$ cat src/rtl/switch_debounce.sv
// Two-flop synchronizer and per-channel debouncer for raw slide switches, with rise/fall/change strobes.
// Latency: DB_CYCLES+2 clocks from a pin change to the swi_db update and its one-cycle strobe.
// No backpressure: outputs are free-running registers; strobes must be taken in the cycle they appear.
module switch_debounce #(
    parameter int WIDTH     = 4,
    parameter int DB_CYCLES = 100000,
    parameter int CNT_W     = $clog2(DB_CYCLES)
) (
    input  logic             clk,
    input  logic             rst_n,
    input  logic [WIDTH-1:0] prswi,
    output logic [WIDTH-1:0] swi_db,
    output logic [WIDTH-1:0] swi_rise,
    output logic [WIDTH-1:0] swi_fall,
    output logic             swi_chg
);

    logic [WIDTH-1:0] sync1;
    logic [WIDTH-1:0] sync2;
    logic [WIDTH-1:0] state;
    logic [CNT_W-1:0] cnt [WIDTH];
    logic [WIDTH-1:0] mismatch;
    logic [WIDTH-1:0] done;

    // A channel completes when it still disagrees on the last counted clock.
    always_comb begin
        mismatch = sync2 ^ state;
        done     = '0;
        for (int i = 0; i < WIDTH; i++) begin
            done[i] = mismatch[i] && (cnt[i] == CNT_W'(DB_CYCLES - 1));
        end
    end

    always_ff @(posedge clk or negedge rst_n) begin
        if (!rst_n) begin
            sync1    <= '0;
            sync2    <= '0;
            state    <= '0;
            swi_rise <= '0;
            swi_fall <= '0;
            swi_chg  <= 1'b0;
            for (int i = 0; i < WIDTH; i++) begin
                cnt[i] <= '0;
            end
        end else begin
            sync1 <= prswi;
            sync2 <= sync1;
            for (int i = 0; i < WIDTH; i++) begin
                if (!mismatch[i] || done[i]) begin
                    cnt[i] <= '0;
                end else begin
                    cnt[i] <= cnt[i] + CNT_W'(1);
                end
                if (done[i]) begin
                    state[i] <= sync2[i];
                end
            end
            swi_rise <= done & sync2;
            swi_fall <= done & ~sync2;
            swi_chg  <= |done;
        end
    end

    assign swi_db = state;

endmodule
$ cat config.mk
export PLATFORM = sky130hd
export DESIGN_NAME = switch_debounce
export DESIGN_NICKNAME = d
export VERILOG_FILES = /design/src/rtl/switch_debounce.sv
export SDC_FILE = /design/constraint.sdc
export NUM_CORES = 1
export LEC_CHECK = 0
export BUFFER_PORTS_ARGS = -buffer_cell sky130_fd_sc_hd__buf_2
export CORE_ASPECT_RATIO = 1.75
export CORE_MARGIN = 3
export CORE_UTILIZATION = 50
export CTS_CLUSTER_DIAMETER = 120
export DETAILED_ROUTE_END_ITERATION = 10
export GPL_TIMING_DRIVEN = 1
export PLACE_DENSITY_LB_ADDON = 0.15
export SYNTH_ARGS = -nofsm -noshare
export SYNTH_HDL_FRONTEND = slang
export SYNTH_SLANG_ARGS = --single-unit
$ cat constraint.sdc
create_clock -name clk -period 5.8 [get_ports clk]
set_input_delay 0.29 -clock clk [delete_from_list [all_inputs] [get_ports clk]]
set_output_delay 0.29 -clock clk [all_outputs]
set_load 0.02 [all_outputs]
# Word-level counts from Yosys, hierarchy flattened
# Index checks and enable logic that the tools add are counted.
# W data, S select, Z words.
# op_classes
add_sub_neg	4
n_eq_ne	4
bitwise	4
n_mux	4
n_reduce_logical	13
# ops
operator	count
$add A17 B1 Y17 const B	4
$eq A17 B17 Y1 const B	4
$mux W17	4
$and A4 B4 Y4	2
$logic_and A1 B1 Y1	4
$logic_not A1 Y1	4
$logic_or A1 B1 Y1	4
$not A4 Y4	1
$reduce_or A4 Y1	1
$xor A4 B4 Y4	1
# totals
output_inout_bits	13
register_bits	89
in_bits	6
elab_cells	42

# Longest topological paths before layout
# Gate-level depths: netlist (run 1).
# logic_depth
word_depth	4
depth_mapped	6
ltp_nobuf	5

# Least setup slack after synthesis (run 1)
# Ideal clock, no wire load.
# synth_path
path_kind	register to register
from	register cnt[42] in the netlist's numbering
to	register state[1] (netlist: swi_db[1])
synth_period_minus_slack_ps	2093
arrival_ps	1968
stages_incl_launch_ff	5
slack_ps	3707
setup_ps	125
cell_sequence	dfrtp_1 > or4_1 > or4_4 > or2_4 > mux2_4
# synth_via
elab_chain_len	2
# synth_rtl
element	line_no	rtl
start: declaration	21	logic [CNT_W-1:0] cnt [WIDTH];
start signal: indexed assignment	52	cnt[i] <= cnt[i] + CNT_W'(1);
$eq A17 B17 Y1	30	done[i] = mismatch[i] && (cnt[i] == CNT_W'(DB_CYCLES - 1));
$logic_and A1 B1 Y1	30	
end signal: indexed assignment	55	state[i] <= sync2[i];
end: declaration	20	logic [WIDTH-1:0] state;
# Every way passes these cells.
# A chain may end at the register's enable or synchronous reset.

# Final worst setup path (run 1)
# layout_path
from	register cnt[31] in the netlist's numbering
to	register cnt[33] in the netlist's numbering
# layout_via
elab_chain_len	4
elab_cells_between_ends	5
# layout_rtl
element	line_no	rtl
parallel branches: the longest is 3 deep, another holds $add A17 B1 Y17	n/a	
$mux W17 *	49	if (!mismatch[i] || done[i]) begin
# Mark *: on every way between the ends.

==> flow_summary.json, run 1 <==
{
  "run_status": "completed",
  "synth.top_cell.area_share_pct": 54.4,
  "tightest_slew_ps": 1080,
  "vias": 2928,
  "viasPerCell": 5.72,
  "async_flop_share_pct": 100,
  "wl_mm": 7.69,
  "power_density_mw_per_mm2": 290,
  "ys_warn_count": 0,
  "synth_nets": 403,
  "hold_buffers": 1,
  "synth.most_common_cell": "dfrtp_1",
  "fin_ws_ps": 3380,
  "die_w_um": 74.4,
  "synth_top_flop_cell": "dfrtp_1",
  "io_pins": 19,
  "crit_type": "register to register",
  "fin_skew_ps": 7.01,
  "fin_crit_ps": 2430,
  "antenna_cells": 0,
  "ff2ff_setup_slack_ps": 3380,
  "synthCells": 393,
  "rr_endpoint": "cnt[33]$_DFF_PN0_",
  "fill_cells": 675,
  "cts_tree": "built",
  "first_global_vias": 2904,
  "r2r_start": "cnt[31]$_DFF_PN0_",
  "dp_hpwl_mm": 5.19,
  "grt.overflow.total": 0,
  "ir_drop_mv": 0.228,
  "grt_pass1_wl_mm": 13.2,
  "place.gp.congestion": 0.858,
  "seq_area_frac_synth_pct": 54.4,
  "arrival_ps": 2600,
  "synth_area_leaders": "dfrtp_1 (54%), xnor2_1 (8.8%), nor2_1 (6.0%)",
  "die-area_mm2": 0.00935,
  "crit_start": "cnt[31]$_DFF_PN0_",
  "io_buffer_count": 18,
  "rsz0062_at_grt": "false",
  "syn_to_final_growth_pct": 13.1,
  "fin_nets": 427,
  "drive_above_1_share_pct": 11.1,
  "grt_max_degree": 50,
  "detail-route-antenna-nets": 0,
  "fin_crit_sh_pct": 41.8,
  "coreArea_mm2": 0.00796,
  "post-route-util_pct": 58.1,
  "finish.instance_area_mm2": 0.00463,
  "clk_pin_slew_ps": 60,
  "clock_path_buffers": 2,
  "start_util_pct": 51.4,
  "cp.required_ps": 5970,
  "hold_class": "input port to register",
  "numCtsBuffers": 9,
  "antenna_found_initial": 0,
  "multi_input_area_mm2": 0.00180,
  "drtIter0Drc": 166,
  "ys_top_cells_by_count": "dfrtp_1 (89), nor2_1 (65), xnor2_1 (41), nand2_1 (22), nand4_1 (22)",
  "p_total_mw": 1.34,
  "cts_root_buffer": "clkbuf_16",
  "syn_avg_cell_area_um2": 10.4,
  "cts_max_level": 3,
  "critPathLaunchType": "register",
  "setup_tns_ps": 0,
  "ys_seq_elements": 89,
  "grt_util_all_layers_pct": 18.1,
  "max_freq_ghz": 0.412,
  "finalMaxSlewViolations": 0,
  "syn_area_mm2": 0.00409,
  "insertion_delay_ps": 340,
  "rows": 43,
  "register_area_mm2": 0.00223,
  "finalHoldViolCount": 0,
  "cts_resized": 0,
  "placed_area_mm2": 0.00427,
  "drv_cap": 0,
  "finalSetupViolCount": 0,
  "leakagePower_nw": 1.94,
  "crit_fanout": 16,
  "synth.largest_area_cell": "dfrtp_1",
  "drt-wirelength-per-cell_um": 15.0,
  "end_kind": "register",
  "drc": 0,
  "first_pass_iters": 4,
  "post_cts_buffers": 0,
  "cp-endpoint": "cnt[33]$_DFF_PN0_",
  "fp.dieH_um": 126,
  "synth_cell_types": 38,
  "r2r_cells": 4,
  "synth_edf_count": 0,
  "slew_headroom_pct": 27.6,
  "cts_sinks": 89,
  "place_ws_ps": 3330
}
how the worst min path moves through the flow:
stage | from | endpoint | depth (start not counted)
6_report | prswi[2] | sync1[2]$_DFF_PN0_ | 1
3_5_place_dp | rst_n | cnt[57]$_DFF_PN0_ | 1
5_1_grt | prswi[2] | sync1[2]$_DFF_PN0_ | 1
2_1_floorplan | rst_n | cnt[0]$_DFF_PN0_ | 0
3_3_place_gp | rst_n | cnt[56]$_DFF_PN0_ | 1
4_1_cts | prswi[2] | sync1[2]$_DFF_PN0_ | 1
flip-flops by register name, indices dropped and copies added (netlist names):
signal	cells
sync1	4
swi_chg	1
swi_db	4
swi_rise	4
cnt	68
sync2	4
swi_fall	4
worst max-delay path: stages, from the launching register on:
cell,delay (ps)
dfrtp_1,410
or2_2,290
or4_1,560
o21ai_1,870
nor2_1,130
where the power goes:
part	switching, mW	internal (mW)
Sequential	0.00987	0.630
Combinational	0.0251	0.0103
Clock	0.235	0.432
cells in the final DEF, fill, tap and decap left out, drive strengths merged, types with 4 or more instances in the layout:
cell and count:
a21oi 5, xor2 17, nand2 22, o31ai 4, nand3 21, nor4 19
buf 19, clkbuf 11, nor3b 8, xnor2 41, nor3 13, mux2 4
dfrtp 89, nor2 65, and3 9, inv 8, ha 4, nand4 22
or3 4, or2 6, or4 9
logic make-up after synthesis:
| kind of cell | after synthesis | synth area share, % |
|---|---|---|
| compound gates | 17 | 2.90 |
| xor+xnor | 58 | 12.4 |
| fa+ha+maj | 4 | 1.22 |
| buf+inv | 15 | 1.50 |
| flops | 89 | 54.4 |
| mux | 4 | 1.19 |
| simple gates | 206 | 26.4 |
per-stage QoR:
step	std cells	hold slack [ps]
2_1_floorplan	393	-5.59
3_5_place_dp	495	302
6_report	512	55.4
5_1_grt	512	41.5
4_1_cts	512	44.5
3_3_place_gp	495	294
metal layers:
metal	part of all wire [%]	up-vias	GRT usage, %	wire (um)
li1	-	1428	-	-
met1	43	1443	21.4	3310
met2	52	41	30.2	3960
met3	3.0	16	5.59	231
met4	2.4	0	6.92	182
met5	0	-	0	0
cell type report:
class                      count  share of cell area [%]
tap                           90                    2.43
sequential                    89                    48.1
multi-input combinational    289                    39.0
inverter                       8                   0.649
clock buffer                  11                    5.24
clock inverter                 5                    2.22
timing repair buffer          20                    2.38
(Power assumes the default switching activity.)
==> inputs of run 2 (changes only) <==
==> constraint.sdc (replaced) <==
create_clock -name clk -period 2.5 [get_ports clk]
set_input_delay 0.125 -clock clk [delete_from_list [all_inputs] [get_ports clk]]
set_output_delay 0.125 -clock clk [all_outputs]
set_load 0.02 [all_outputs]
==> run 2 against run 1 <==
Total power up 120%. Combinational power grew to 2.7 times the previous value. Global-route usage up 0.26 points. Wire length hardly changed. First-iteration DRC count decreased by 0.60%. Flip-flop and latch count did not move. Utilization increased by 0.82 points. Via count barely moved. Critical path type unchanged. Highest routed layer unchanged.
==> flow_summary.json, run 2 (synthesis results as in run 1) <==
{
  "run_status": "completed",
  "place.gp.congestion": 0.847,
  "cp.required_ps": 2730,
  "fin_ws_ps": 337,
  "layout_commonest_cell": "dfrtp_1",
  "syn_to_final_growth_pct": 14.7,
  "antenna_cells": 0,
  "fill_cells": 694,
  "io_buffer_count": 18,
  "die-area_mm2": 0.00935,
  "dp_hpwl_mm": 5.37,
  "drt-wirelength-per-cell_um": 14.8,
  "rsz0062_at_grt": "false",
  "drive_above_1_share_pct": 12.1,
  "cts_root_buffer": "clkbuf_16",
  "setup_tns_ps": 0,
  "crit_start": "cnt[42]$_DFF_PN0_",
  "crit_fanout": 4,
  "fin_nets": 436,
  "finalHoldViolCount": 0,
  "io_pins": 19,
  "finalMaxSlewViolations": 0,
  "leakagePower_nw": 1.96,
  "first_pass_iters": 6,
  "grt_util_all_layers_pct": 18.4,
  "ff2ff_setup_slack_ps": 340,
  "grt_pass1_wl_mm": 13.3,
  "fin_crit_ps": 2160,
  "cts_tree": "built",
  "post_cts_buffers": 0,
  "rows": 43,
  "r2r_start": "cnt[42]$_DFF_PN0_",
  "hold_class": "register to register",
  "critPathLaunchType": "register",
  "p_total_mw": 3.02,
  "cts_max_level": 3,
  "detail-route-antenna-nets": 0,
  "largest_reg_flops": 68,
  "place_ws_ps": 333,
  "coreArea_mm2": 0.00796,
  "clock_path_buffers": 2,
  "die_w_um": 74.4,
  "end_kind": "register",
  "tightest_slew_ps": 694,
  "cts_sinks": 89,
  "slew_headroom_pct": 53.7,
  "power_density_mw_per_mm2": 642,
  "wl_mm": 7.70,
  "hp-start": "sync1[3]$_DFF_PN0_",
  "insertion_delay_ps": 340,
  "mostFrequentLayoutCells": "dfrtp_1 (89), nor2_1 (65), xnor2_1 (41)",
  "ir_drop_mv": 0.474,
  "antenna_found_initial": 0,
  "drv_cap": 0,
  "first_global_vias": 2916,
  "fp.dieH_um": 126,
  "arrival_ps": 2390,
  "cts_resized": 0,
  "vias": 2929,
  "regMostFlops": "cnt",
  "drtIter0Drc": 165,
  "viasPerCell": 5.62,
  "grt.overflow.total": 0,
  "clk_pin_slew_ps": 60,
  "grt_max_degree": 56,
  "start_util_pct": 51.4,
  "numCtsBuffers": 9,
  "fin_skew_ps": 5.49,
  "fin_crit_sh_pct": 86.5,
  "max_freq_ghz": 0.462,
  "drc": 0,
  "crit_type": "register to register",
  "finalSetupViolCount": 0
}
==> run 2: path summary, 6_finish.rpt <==
path / end / cells after the start
worst max register to register: swi_db[1]$_DFFE_PN0P_ / 4
worst min register to register: sync2[3]$_DFF_PN0_ / 0
worst min-delay path: sync2[3]$_DFF_PN0_ / 0
min in group asynchronous: cnt[56]$_DFF_PN0_ / 2
worst max-delay path: swi_db[1]$_DFFE_PN0P_ / 4
max in group asynchronous: cnt[41]$_DFF_PN0_ / 3
==> run 2: where the power goes <==
part | internal [mW] | switching, mW
combinational | 0.0337 | 0.0618
sequential | 1.46 | 0.0231
clock | 0.879 | 0.556
total | 2.37 | 0.641
==> run 2: cell type report <==
| cell class | instances | area (um2) | area share, % |
|---|---|---|---|
| flip-flops and latches | 89 | 2230 | 47.4 |
| multi-input cells | 289 | 1800 | 38.4 |
| clock buffers | 10 | 229 | 4.88 |
| repair buffers | 29 | 200 | 4.26 |
| well taps | 90 | 113 | 2.40 |
| clock inverters | 6 | 91.3 | 1.95 |
| inverters | 8 | 30.0 | 0.640 |
==> run 2: critical path, stage by stage (launching register included) <==
cell	delay (ps)
dfrtp_1	410
or4_1	540
or4_4	550
or2_4	260
mux2_4	290
==> run 2: what timing repair did <==
action	CTS	global route
hold endpoints to repair	58	0
hold buffers	5	0
endpoints found under the setup margin	0	0
==> run 2: routing by layer <==
metal | track usage (%) | vias up | routed length (um)
met5 | 0 | - | 0
met4 | 9.85 | 0 | 229
met3 | 3.51 | 17 | 195
met2 | 30.4 | 38 | 3940
met1 | 21.9 | 1423 | 3330
li1 | - | 1451 | -
==> run 2: metrics by stage <==
step,cell area (um2),hold WS [ps],util (%),cells
3_5_place_dp,4320,217,54.3,500
4_1_cts,4690,360,59.0,521
6_report,4690,358,59.0,521
5_1_grt,4690,375,59.0,521
2_1_floorplan,4090,-171,-,393
3_3_place_gp,4320,212,54.3,500
==> inputs of run 3 (changes only) <==
--- a/config.mk
+++ b/config.mk
@@ -5,7 +5,7 @@
 export SDC_FILE = /design/constraint.sdc
 export NUM_CORES = 1
 export LEC_CHECK = 0
-export BUFFER_PORTS_ARGS = -buffer_cell sky130_fd_sc_hd__buf_2
+export BUFFER_PORTS_ARGS = -buffer_cell sky130_fd_sc_hd__buf_4
 export CORE_ASPECT_RATIO = 1.75
 export CORE_MARGIN = 3
 export CORE_UTILIZATION = 50
==> run 3 against run 2 <==
Count of clock-buffer cells in the layout grew 1. Sequential power hardly changed. Non-clock buffer count is the same. Maximum frequency is 0.39% higher. Register-to-register slack about the same. Setup slack better by 8.3 ps. Global-route usage fell by 0.19 points. Largest cell class unchanged.
==> flow_summary.json, run 3 (synthesis results as in run 1) <==
{
  "register_area_mm2": 0.00223,
  "rows": 43,
  "power_density_mw_per_mm2": 600,
  "fin_skew_ps": 8.46,
  "rsz0062_at_grt": "false",
  "cp.depth": 4,
  "max_freq_ghz": 0.464,
  "drtIter0Drc": 160,
  "p_total_mw": 2.81,
  "io_pins": 19,
  "finish.instance_area_mm2": 0.00469,
  "syn_to_final_growth_pct": 14.6,
  "grt_util_all_layers_pct": 18.2,
  "die_w_um": 74.4,
  "drive_above_1_share_pct": 12.1,
  "fin_crit_sh_pct": 86.2,
  "first_pass_iters": 5,
  "crit_path_cell_trace": "or4_1 -> or4_4 -> or2_4 -> mux2_4",
  "cts_root_buffer": "clkbuf_16",
  "finalHoldViolCount": 0,
  "regMostFlops": "cnt",
  "fp.dieH_um": 126,
  "finalMaxSlewViolations": 0,
  "slew_headroom_pct": 64.3,
  "largest_reg_flops": 68,
  "clk_pin_slew_ps": 60,
  "drc": 0,
  "clock_path_buffers": 2,
  "fin_crit_ps": 2150,
  "crit_fanout": 5,
  "antenna_cells": 0,
  "drv_cap": 0,
  "cts_max_level": 3,
  "vias": 2949,
  "die-area_mm2": 0.00935,
  "cp_num_buf_inv": 0,
  "critPathTopFamily": "simple AND/OR/NAND/NOR gates",
  "drt-wirelength-per-cell_um": 14.8,
  "final_cells": 521,
  "fin_nets": 436,
  "cpPeakStageDelay_ps": 550,
  "cp.required_ps": 2720,
  "crit_type": "register to register",
  "critPathLaunchType": "register",
  "fin_ws_ps": 346,
  "run_status": "completed",
  "cts_sinks": 89,
  "dp_hpwl_mm": 5.35,
  "first_global_vias": 3002,
  "finalSetupViolCount": 0,
  "fill_cells": 670,
  "arrival_ps": 2380,
  "multi_input_area_mm2": 0.00180,
  "io_buffer_count": 18,
  "coreArea_mm2": 0.00796,
  "cts_tree": "built",
  "wl_mm": 7.71,
  "dpl.cell_count": 500,
  "ir_drop_mv": 0.483,
  "antenna_found_initial": 0,
  "hold_class": "input port to asynchronous set/reset pin",
  "leakagePower_nw": 1.96,
  "grt_max_degree": 56,
  "post_cts_buffers": 0,
  "end_kind": "register",
  "mostFrequentLayoutCells": "dfrtp_1 (89), nor2_1 (65), xnor2_1 (41)",
  "cts_resized": 0,
  "hold_slack_ps": 277,
  "insertion_delay_ps": 340,
  "tightest_slew_ps": 534,
  "numCtsBuffers": 9,
  "grt_pass1_wl_mm": 13.4,
  "layout_commonest_cell": "dfrtp_1",
  "placed_area_mm2": 0.00437,
  "r2r_cells": 4,
  "place_ws_ps": 346,
  "place.gp.congestion": 0.806,
  "setup_tns_ps": 0,
  "detail-route-antenna-nets": 0,
  "start_util_pct": 51.4,
  "grt.overflow.total": 0,
  "post-route-util_pct": 58.9,
  "slowest_stage": "or4_4",
  "viasPerCell": 5.66
}
-- run 3: worst register-to-register path, stage by stage, from the launching register on --
cell	delay, ps
dfrtp_1	430
or4_1	510
or4_4	550
or2_4	270
mux2_4	290
-- run 3: power by group --
part | switching (mW) | internal, mW
Combinational | 0.0607 | 0.0343
Sequential | 0.0240 | 1.46
Clock | 0.535 | 0.697
-- run 3: timing repair --
item | CTS | global route
hold endpoints to repair | 38 | 0
setup endpoints to repair | 0 | 0
hold buffers | 5 | 0
-- run 3: worst paths after layout --
path                                          to  slack (ps)          startpoint
setup reg to reg           swi_db[1]$_DFFE_PN0P_         350   cnt[40]$_DFF_PN0_
setup / recovery           swi_db[1]$_DFFE_PN0P_         350   cnt[40]$_DFF_PN0_
hold / removal                 cnt[58]$_DFF_PN0_         280               rst_n
min in group clk              sync2[2]$_DFF_PN0_         350  sync1[2]$_DFF_PN0_
max in group asynchronous      cnt[22]$_DFF_PN0_        1590               rst_n
hold reg to reg               sync2[2]$_DFF_PN0_         350  sync1[2]$_DFF_PN0_
-- run 3: final cells by class --
type	count	share of cell area, %
sequential	89	47.5
timing repair buffer	29	5.17
multi-input combinational	289	38.5
clock buffer	11	5.17
tap	90	2.40
clock inverter	5	0.667
inverter	8	0.640
-- run 3: per-layer routing --
metal	vias to the layer above	part of all wire (%)	wire length, um	global-route usage (%)
li1	1452	-	-	-
met1	1438	43	3290	21.8
met2	44	52	3970	30.2
met3	15	3.3	252	4.15
met4	0	2.4	188	8.39
met5	-	0	0	0
